$ cat src/rtl/md5_core_param.sv
// MD5 compression engine: collects a pre-padded 512-bit block in DATA_W-bit beats,
// runs 64 steps at RPC steps per clock and chains the 128-bit state across blocks.
module md5_core_param #(
  parameter int DATA_W = 128,
  parameter int RPC    = 1
) (
  input  logic              clk,
  input  logic              reset,
  input  logic              load_i,
  input  logic              newtext_i,
  input  logic [DATA_W-1:0] data_i,
  output logic              ready_o,
  output logic              busy_o,
  output logic [127:0]      data_o
);

  localparam int BEATS = 512 / DATA_W;
  localparam int WPB   = DATA_W / 32;
  localparam int CW    = $clog2(BEATS);

  localparam logic [31:0] IV_A = 32'h67452301;
  localparam logic [31:0] IV_B = 32'hefcdab89;
  localparam logic [31:0] IV_C = 32'h98badcfe;
  localparam logic [31:0] IV_D = 32'h10325476;

  if (!(DATA_W == 32 || DATA_W == 64 || DATA_W == 128)) begin : g_bad_data_w
    $error("md5_core_param: DATA_W must be 32, 64 or 128");
  end
  if (!(RPC == 1 || RPC == 2 || RPC == 4)) begin : g_bad_rpc
    $error("md5_core_param: RPC must be 1, 2 or 4");
  end

  typedef enum logic [2:0] {S_IDLE, S_LOAD, S_COMPUTE, S_FINAL, S_DONE} state_t;

  function automatic logic [31:0] k_const(input logic [5:0] i);
    case (i)
      6'd0:  k_const = 32'hd76aa478;  6'd1:  k_const = 32'he8c7b756;
      6'd2:  k_const = 32'h242070db;  6'd3:  k_const = 32'hc1bdceee;
      6'd4:  k_const = 32'hf57c0faf;  6'd5:  k_const = 32'h4787c62a;
      6'd6:  k_const = 32'ha8304613;  6'd7:  k_const = 32'hfd469501;
      6'd8:  k_const = 32'h698098d8;  6'd9:  k_const = 32'h8b44f7af;
      6'd10: k_const = 32'hffff5bb1;  6'd11: k_const = 32'h895cd7be;
      6'd12: k_const = 32'h6b901122;  6'd13: k_const = 32'hfd987193;
      6'd14: k_const = 32'ha679438e;  6'd15: k_const = 32'h49b40821;
      6'd16: k_const = 32'hf61e2562;  6'd17: k_const = 32'hc040b340;
      6'd18: k_const = 32'h265e5a51;  6'd19: k_const = 32'he9b6c7aa;
      6'd20: k_const = 32'hd62f105d;  6'd21: k_const = 32'h02441453;
      6'd22: k_const = 32'hd8a1e681;  6'd23: k_const = 32'he7d3fbc8;
      6'd24: k_const = 32'h21e1cde6;  6'd25: k_const = 32'hc33707d6;
      6'd26: k_const = 32'hf4d50d87;  6'd27: k_const = 32'h455a14ed;
      6'd28: k_const = 32'ha9e3e905;  6'd29: k_const = 32'hfcefa3f8;
      6'd30: k_const = 32'h676f02d9;  6'd31: k_const = 32'h8d2a4c8a;
      6'd32: k_const = 32'hfffa3942;  6'd33: k_const = 32'h8771f681;
      6'd34: k_const = 32'h6d9d6122;  6'd35: k_const = 32'hfde5380c;
      6'd36: k_const = 32'ha4beea44;  6'd37: k_const = 32'h4bdecfa9;
      6'd38: k_const = 32'hf6bb4b60;  6'd39: k_const = 32'hbebfbc70;
      6'd40: k_const = 32'h289b7ec6;  6'd41: k_const = 32'heaa127fa;
      6'd42: k_const = 32'hd4ef3085;  6'd43: k_const = 32'h04881d05;
      6'd44: k_const = 32'hd9d4d039;  6'd45: k_const = 32'he6db99e5;
      6'd46: k_const = 32'h1fa27cf8;  6'd47: k_const = 32'hc4ac5665;
      6'd48: k_const = 32'hf4292244;  6'd49: k_const = 32'h432aff97;
      6'd50: k_const = 32'hab9423a7;  6'd51: k_const = 32'hfc93a039;
      6'd52: k_const = 32'h655b59c3;  6'd53: k_const = 32'h8f0ccc92;
      6'd54: k_const = 32'hffeff47d;  6'd55: k_const = 32'h85845dd1;
      6'd56: k_const = 32'h6fa87e4f;  6'd57: k_const = 32'hfe2ce6e0;
      6'd58: k_const = 32'ha3014314;  6'd59: k_const = 32'h4e0811a1;
      6'd60: k_const = 32'hf7537e82;  6'd61: k_const = 32'hbd3af235;
      6'd62: k_const = 32'h2ad7d2bb;  default: k_const = 32'heb86d391;
    endcase
  endfunction

  function automatic logic [4:0] shamt(input logic [5:0] i);
    case ({i[5:4], i[1:0]})
      4'h0: shamt = 5'd7;   4'h1: shamt = 5'd12;  4'h2: shamt = 5'd17;  4'h3: shamt = 5'd22;
      4'h4: shamt = 5'd5;   4'h5: shamt = 5'd9;   4'h6: shamt = 5'd14;  4'h7: shamt = 5'd20;
      4'h8: shamt = 5'd4;   4'h9: shamt = 5'd11;  4'ha: shamt = 5'd16;  4'hb: shamt = 5'd23;
      4'hc: shamt = 5'd6;   4'hd: shamt = 5'd10;  4'he: shamt = 5'd15;  default: shamt = 5'd21;
    endcase
  endfunction

  // Message word index per step; 4-bit arithmetic gives the mod-16 for free.
  function automatic logic [3:0] g_idx(input logic [5:0] i);
    logic [3:0] j;
    j = i[3:0];
    case (i[5:4])
      2'd0:    g_idx = j;
      2'd1:    g_idx = j * 4'd5 + 4'd1;
      2'd2:    g_idx = j * 4'd3 + 4'd5;
      default: g_idx = j * 4'd7;
    endcase
  endfunction

  function automatic logic [31:0] rotl(input logic [31:0] x, input logic [4:0] n);
    logic [63:0] dbl;
    dbl = {x, x} << n;
    return dbl[63:32];
  endfunction

  function automatic logic [31:0] bswap(input logic [31:0] x);
    return {x[7:0], x[15:8], x[23:16], x[31:24]};
  endfunction

  function automatic logic [127:0] md5_step(input logic [127:0] s_in, input logic [5:0] i,
                                            input logic [31:0] m);
    logic [31:0] a, b, c, d, f, t;
    {a, b, c, d} = s_in;
    case (i[5:4])
      2'd0:    f = (b & c) | (~b & d);
      2'd1:    f = (d & b) | (~d & c);
      2'd2:    f = b ^ c ^ d;
      default: f = c ^ (b | ~d);
    endcase
    t = rotl(a + f + k_const(i) + m, shamt(i));
    return {d, b + t, b, c};
  endfunction

  state_t         state, state_nxt;
  logic [CW-1:0]  cnt;
  logic [5:0]     step;
  logic [31:0]    msg [16];
  logic [31:0]    ha, hb, hc, hd;
  logic [31:0]    wa, wb, wc, wd;
  logic [31:0]    sa, sb, sc, sd;
  logic [3:0]     wr_base;
  logic           can_load, accept, last_beat, nt_ok, comp_done;

  assign can_load  = (state == S_IDLE) || (state == S_LOAD) || (state == S_DONE);
  assign accept    = load_i && can_load;
  assign last_beat = accept && (cnt == CW'(BEATS - 1));
  assign nt_ok     = newtext_i && can_load && (cnt == '0);
  assign comp_done = (state == S_COMPUTE) && (step == 6'(64 - RPC));
  assign busy_o    = (state == S_COMPUTE);
  assign wr_base   = 4'(int'(cnt) * WPB);

  assign sa = ha + wa;
  assign sb = hb + wb;
  assign sc = hc + wc;
  assign sd = hd + wd;

  // Unrolled RPC-step chain evaluated each compute cycle.
  for (genvar r = 0; r < RPC; r++) begin : g_step
    logic [127:0] st_in, st_out;
    logic [5:0]   idx;
    if (r == 0) begin : g_first
      assign st_in = {wa, wb, wc, wd};
    end else begin : g_next
      assign st_in = g_step[r-1].st_out;
    end
    assign idx    = step + 6'(r);
    assign st_out = md5_step(st_in, idx, msg[g_idx(idx)]);
  end

  always_ff @(posedge clk) begin
    if (!reset) state <= S_IDLE;
    else        state <= state_nxt;
  end

  always_comb begin
    state_nxt = state;
    case (state)
      S_IDLE, S_LOAD, S_DONE: if (accept) state_nxt = last_beat ? S_COMPUTE : S_LOAD;
      S_COMPUTE:              if (comp_done) state_nxt = S_FINAL;
      S_FINAL:                state_nxt = S_DONE;
      default:                state_nxt = S_IDLE;
    endcase
  end

  always_ff @(posedge clk) begin
    if (!reset) begin
      cnt     <= '0;
      ready_o <= 1'b0;
      data_o  <= '0;
      {ha, hb, hc, hd} <= {IV_A, IV_B, IV_C, IV_D};
    end else begin
      // IV reload precedes a beat accepted in the same cycle; the two never conflict.
      if (nt_ok) begin
        {ha, hb, hc, hd} <= {IV_A, IV_B, IV_C, IV_D};
        ready_o <= 1'b0;
      end
      if (accept) begin
        cnt     <= last_beat ? '0 : cnt + CW'(1);
        ready_o <= 1'b0;
      end
      if (state == S_FINAL) begin
        {ha, hb, hc, hd} <= {sa, sb, sc, sd};
        data_o  <= {bswap(sa), bswap(sb), bswap(sc), bswap(sd)};
        ready_o <= 1'b1;
      end
    end
  end

  // Datapath: message buffer, working registers and step index carry no reset.
  always_ff @(posedge clk) begin
    if (accept) begin
      for (int j = 0; j < WPB; j++) begin
        msg[wr_base + 4'(j)] <= data_i[DATA_W-1-32*j -: 32];
      end
    end
    if (last_beat) begin
      {wa, wb, wc, wd} <= {ha, hb, hc, hd};
      step <= '0;
    end else if (state == S_COMPUTE) begin
      {wa, wb, wc, wd} <= g_step[RPC-1].st_out;
      step <= step + 6'(RPC);
    end
  end

endmodule

$ cat config.mk
export PLATFORM = sky130hd
export DESIGN_NAME = md5_core_param
export DESIGN_NICKNAME = d
export VERILOG_FILES = /design/src/rtl/md5_core_param.sv
export SDC_FILE = /design/constraint.sdc
export NUM_CORES = 2
export LEC_CHECK = 0
export BUFFER_PORTS_ARGS = -buffer_cell sky130_fd_sc_hd__buf_4
export CORE_MARGIN = 1
export CORE_UTILIZATION = 50
export DETAILED_ROUTE_END_ITERATION = 7
export PLACE_DENSITY = 0.74
export SYNTH_ARGS = -nofsm -noshare
export SYNTH_HDL_FRONTEND = slang
export SYNTH_SLANG_ARGS = --single-unit
$ cat constraint.sdc
create_clock -name clk -period 10.95 [get_ports clk]
set_clock_uncertainty 0.05 [all_clocks]
set_input_delay 0.5475 -clock clk [delete_from_list [all_inputs] [get_ports clk]]
set_output_delay 0.5475 -clock clk [all_outputs]
set_load 0.03 [all_outputs]
After elaboration in Yosys (flattened, before gate mapping):

Memories as Yosys holds them, arrays and structs flattened. A register that Yosys moved wholly into a read port is not among the register bits.
Cells that the tools add are included.

* register bits after elaboration: 396
* latch bits: 0
* bits in writable memories: 512
* ROM bits: 2128
* bits of input ports: 132
* output and inout bits: 130
* logic and storage cells: 104
* memories kept: 3

* $add $sub $neg: 15
* multiply operators: 3
* divide/modulo/power cells: 0
* magnitude comparators: 0
* equal/unequal tests: 10
* shifts and indexed selects: 1
* mux-type cells: 32
* bitwise logic cells: 12
* reduce and logical (&&, ||, !) cells: 15

Memory list
* (no name shown): words 64, width 32, rd ports 1, clocked after memory_dff 1, write ports 0, line 36 `case (i)`
* msg: words 16, width 32, rd ports 1, clocked after memory_dff 0, write ports 4, line 120 `logic [31:0] msg [16];`
* (no name shown): words 16, width 5, rd ports 1, clocked after memory_dff 1, write ports 0, line 73 `case ({i[5:4], i[1:0]})`

Operators by type and width (number)
* 32-bit two-way mux: 16
* 32-bit adder: 8
* 32-bit bitwise AND: 4
* 32-bit OR: 3
* 32-bit case mux with 3 select lines: 1
* 32-bit XOR: 3
* 32-bit NOT: 2
* 64-bit by 5-bit left shift with 64-bit output: 1
* 6-bit two-way mux: 2
* 4-bit case mux with 3 select lines: 1
* 3-bit case mux with 3 select lines: 1
* 4-bit by 1-bit adder with 4-bit output (second input constant): 2
* 4-bit by 2-bit adder with 4-bit output (second input constant): 2
* 4-bit by 3-bit multiplier with 4-bit output (second input constant): 2
* 4-bit two-way mux: 2
* 6-bit by 1-bit adder with 6-bit output (second input constant): 1
* 3-bit by 2-bit equality test with 1-bit output (second input constant): 2
* 6-bit equality test (second input constant): 1
* 3-bit two-way mux: 2
* 1-bit logical AND: 5
* 1-bit two-way mux: 5
* 4-bit by 3-bit adder with 4-bit output (second input constant): 1
* 2-bit equality test (second input constant): 2
* 2-bit logical NOT: 2
* 14 further kinds: 17

Longest topological paths before layout:

* word-level depth: 11
* depth in mapped cells: 45

Least setup slack after synthesis:

Ideal clock, no wire load.

* path type: reg2reg
* from: reg state[1]
* to: reg wa[0] (enable)
* arrival: 9643 ps
* data required time: 10106 ps
* path slack: 463 ps
* cell stages (with the launch flop): 4
* path buffers: 1
* period minus slack after synthesis: 10487 ps
* path through: dfxtp_1 > clkbuf_1 > nand2b_1 > o21ai_0

* cells in the longest elaborated chain, start to end: 6
* elaborated cells on any way between the ends: 9
* classes of those cells: eq/ne: 3; reduce/logical: 6

RTL lines
* start: declaration: line 117 `state_t state, state_nxt;`
* start signal: assignment: line 155 `else state <= state_nxt;`
* 3-bit by 1-bit equality test with 1-bit output / 3-bit logical NOT (equally long branches): line 127 `assign can_load = (state == S_IDLE) || (state == S_LOAD) || (state == S_DONE);`
* 1-bit logical OR (2 in series): line 127
* 1-bit logical AND: line 128 `assign accept = load_i && can_load;`
* 1-bit logical AND: line 129 `assign last_beat = accept && (cnt == CW'(BEATS - 1));`
* 2-bit nonzero test (no line) (*)
* end signal: assignment: line 200 `{wa, wb, wc, wd} <= {ha, hb, hc, hd};`
* end signal: assignment: line 203 `{wa, wb, wc, wd} <= g_step[RPC-1].st_out;`
* end: declaration: line 122 `logic [31:0] wa, wb, wc, wd;`

Every way passes the cells marked *; elsewhere a longest branch is shown, timed or not.
A chain may end at the register's enable or synchronous reset.

Final worst setup path:

* from: reg step[2]
* to: reg wb[31] (data pin)

* cells in the longest elaborated chain, start to end: 9
* elaborated cells on any way between the ends: 12
* classes of those cells: add/sub: 4; mul: 3; shift: 1; mux: 3; memory: 1

RTL lines
* start: declaration: line 119 `logic [5:0] step;`
* start signal: assignment: line 204 `step <= step + 6'(RPC);`
* 4-bit by 2-bit multiplier with 4-bit output / 4-bit by 3-bit multiplier with 4-bit output (equally long branches): line 88, 87
* 4-bit by 3-bit adder with 4-bit output / 4-bit by 1-bit adder with 4-bit output (equally long branches): line 88, 87
* 4-bit case mux with 3 select lines (*): line 85 `case (i[5:4])`
* memory 16 x 32 bit (*)
* 32-bit adder (*): line 113 `t = rotl(a + f + k_const(i) + m, shamt(i));`
* 64-bit by 5-bit left shift with 64-bit output (*): line 95 `dbl = {x, x} << n;`
* 32-bit adder (*): line 114 `return {d, b + t, b, c};`
* 32-bit two-way mux (*): line 202 `end else if (state == S_COMPUTE) begin`
* 32-bit two-way mux (*): line 199 `if (last_beat) begin`
* end signal: assignment: line 200
* end signal: assignment: line 203
* end: declaration: line 122

Every way passes the cells marked *; elsewhere a longest branch is shown, timed or not. The select of a mux whose other input is x is not followed.

==> impl_metrics.json <==
{
  "hpwlAfterDp_mm": 110,
  "crit_path_start_kind": "register",
  "ys_seq_area_share_pct": 48.0,
  "ys_ff_latch": 945,
  "routedWlPerCell_um": 24.0,
  "fin_hold_ws_ns": 0.0455,
  "io_buffers": 261,
  "slew-limit-headroom_pct": 22.9,
  "synth_top_area_share_pct": 36.5,
  "cap_violations": 0,
  "cts_max_level": 3,
  "hold_class": "input pin to register",
  "nNetsFinal": 5778,
  "antenna_left": 0,
  "start_util_pct": 50.6,
  "root_buffer": "clkbuf_16",
  "die_h_um": 327,
  "finalHoldViolCount": 0,
  "setup_viol": 0,
  "syn_to_final_growth_pct": 16.0,
  "layout-drive-gt1-share_pct": 13.6,
  "grt_usage_pct": 30.0,
  "max_freq_mhz": 95.2,
  "cp.required_ns": 11.40,
  "pin_count": 262,
  "clk_pin_slew_worst_paths_ns": 0.07,
  "drc": 0,
  "synthesis.nets": 5484,
  "fin_setup_tns_ns": 0,
  "finalCritPeriodShare_pct": 95.9,
  "synth_common_cells": "nand2_1, edfxtp_1, a21oi_1",
  "critPathCaptureType": "register",
  "period_minus_slack_ns": 10.50,
  "cts_tree": "yes",
  "syn_area_per_cell_um2": 10.4,
  "cts_buffers": 97,
  "crit_arrival_ns": 10.95,
  "die-area_um2": 107000,
  "grt_start_max_net_pins": 192,
  "yosysUniqueCellTypes": 85,
  "synth_most_common_cell": "nand2_1",
  "drt-pass1-iter-count": 6,
  "grt_pass1_wl_mm": 244,
  "r2r_slack_ns": 0.45,
  "drt_iter0_drc": 5140,
  "coreArea_um2": 104000,
  "antenna_found_initial": 4,
  "synth_edf_count": 640,
  "rows": 118,
  "crit_fanout": 23,
  "dr_total_vias": 41800,
  "critPathSlowestCell": "mux4_4",
  "synth_area_leaders": "edfxtp_1, dfxtp_1, mux4_2, nand2_1, ha_1",
  "gp_congestion": 0.969,
  "cp_common_cell": "inv_1",
  "synth_area_um2": 52700,
  "clock_path_buffers": 3,
  "final_util_pct": 58.8,
  "worst_slew_pin_slew_ns": 1.16,
  "wl_mm": 164,
  "critPathMaxStageDelay_ns": 0.79,
  "netlist_instances": 5067,
  "vias_per_cell": 6.12,
  "nFillCells": 8573,
  "grt_pass1_vias": 39400,
  "status": "completed",
  "clk_latency_ns": 0.71,
  "cts.sinks": 945,
  "drv_slew": 0,
  "yosysTopAreaCell": "edfxtp_1",
  "synth_flop_cell": "edfxtp_1",
  "crit_type": "register to register",
  "async_flop_share_pct": 0,
  "overflow": 0,
  "yosys_warnings": 0,
  "die_w_um": 327
}
stage by stage:
stage / instances / worst slack (ns) / area, µm²
after detailed placement: 6510 / 0.163 / 56200
final: 6828 / 0.450 / 61200
after floorplan: 5067 / 0.463 / 52700
after global routing: 6828 / -0.108 / 61200
after CTS: 6820 / 0.0710 / 60900
after global placement: 6510 / 0.381 / 56200
area by class of cell:
type / instances / area [µm²] / area share, %
Inverter: 237 / 897 / 1.47
Multi-Input combinational cell: 3601 / 25600 / 41.9
Antenna cell: 3 / 7.51 / 0.0123
Clock buffer: 130 / 2760 / 4.51
Clock inverter: 53 / 722 / 1.18
Tap cell: 1380 / 1730 / 2.82
Sequential cell: 945 / 25300 / 41.4
Timing Repair Buffer: 479 / 4090 / 6.68
state kept, by name, indices dropped and copies added (netlist names), named ones only:
register  count
cnt           2
data_o      128
ha           32
hb           32
hc           32
hd           32
msg         512
ready_o       1
state         3
step          6
wa           32
wb           32
wc           32
wd           32
placed cells by master, fill, tap and decap left out, drive strengths merged, types with 64 or more instances in the layout:
master / count
fa: 69
dfxtp: 305
nand3: 65
dlygate4sd3: 127
a21o: 86
a21oi: 371
ha: 216
clkbuf: 133
a31oi: 75
mux4: 148
edfxtp: 640
mux2i: 90
nand2: 881
nor2: 254
a21boi: 141
nor3: 98
inv: 243
xnor2: 119
o21ai: 253
buf: 349
xor2: 96
a211oi: 64
logic make-up after synthesis:
| family | after synthesis | share of synthesized area (%) |
|---|---|---|
| adders and majority gates | 285 | 7.75 |
| muxes | 262 | 8.52 |
| xor gates and xnor gates | 216 | 3.62 |
| DFF | 945 | 48.0 |
| buffers and inverters | 522 | 3.75 |
| and+or+nand+nor | 1529 | 12.6 |
| AOI/OAI and AO/OA | 1308 | 15.8 |
critical path, delay by kind of cell, from the launching register on:
family,cells,cell delay (ns)
AOI/OAI and AO/OA,17,4.00
adders and majority gates,6,2.39
buffers and inverters,6,0.96
DFF,1,0.47
muxes,3,1.49
and+or+nand+nor,6,0.92
timing repair:
action                                  4_1_cts  5_1_grt
hold buffers                                127        0
setup buffers                                 0        1
gates resized for setup                       0       33
endpoints found under the setup margin        0       11
endpoints found under the hold margin       508        0
routing by layer:
layer,global-route usage [%],vias up,routed length (µm)
met5,0,-,0
met4,12.4,0,7350
met3,5.65,362,15800
met2,48.1,2143,76800
met1,40.1,20200,64300
li1,-,19000,-
final timing paths:
kind | cells past startpoint | end | startpoint
hold / removal | 1 | msg[10][1]$_DFFE_PP_ | data_i[33]
hold reg to reg | 2 | data_o[103]$_SDFFE_PN0P_ | data_o[103]$_SDFFE_PN0P_
setup reg to reg | 38 | wb[31]$_DFFE_PP_ | step[2]$_SDFFE_PP0P_
setup / recovery | 38 | wb[31]$_DFFE_PP_ | step[2]$_SDFFE_PP0P_
Power is not shown: default switching activity piles up to over one toggle a cycle in this logic, so the estimate is an artifact.
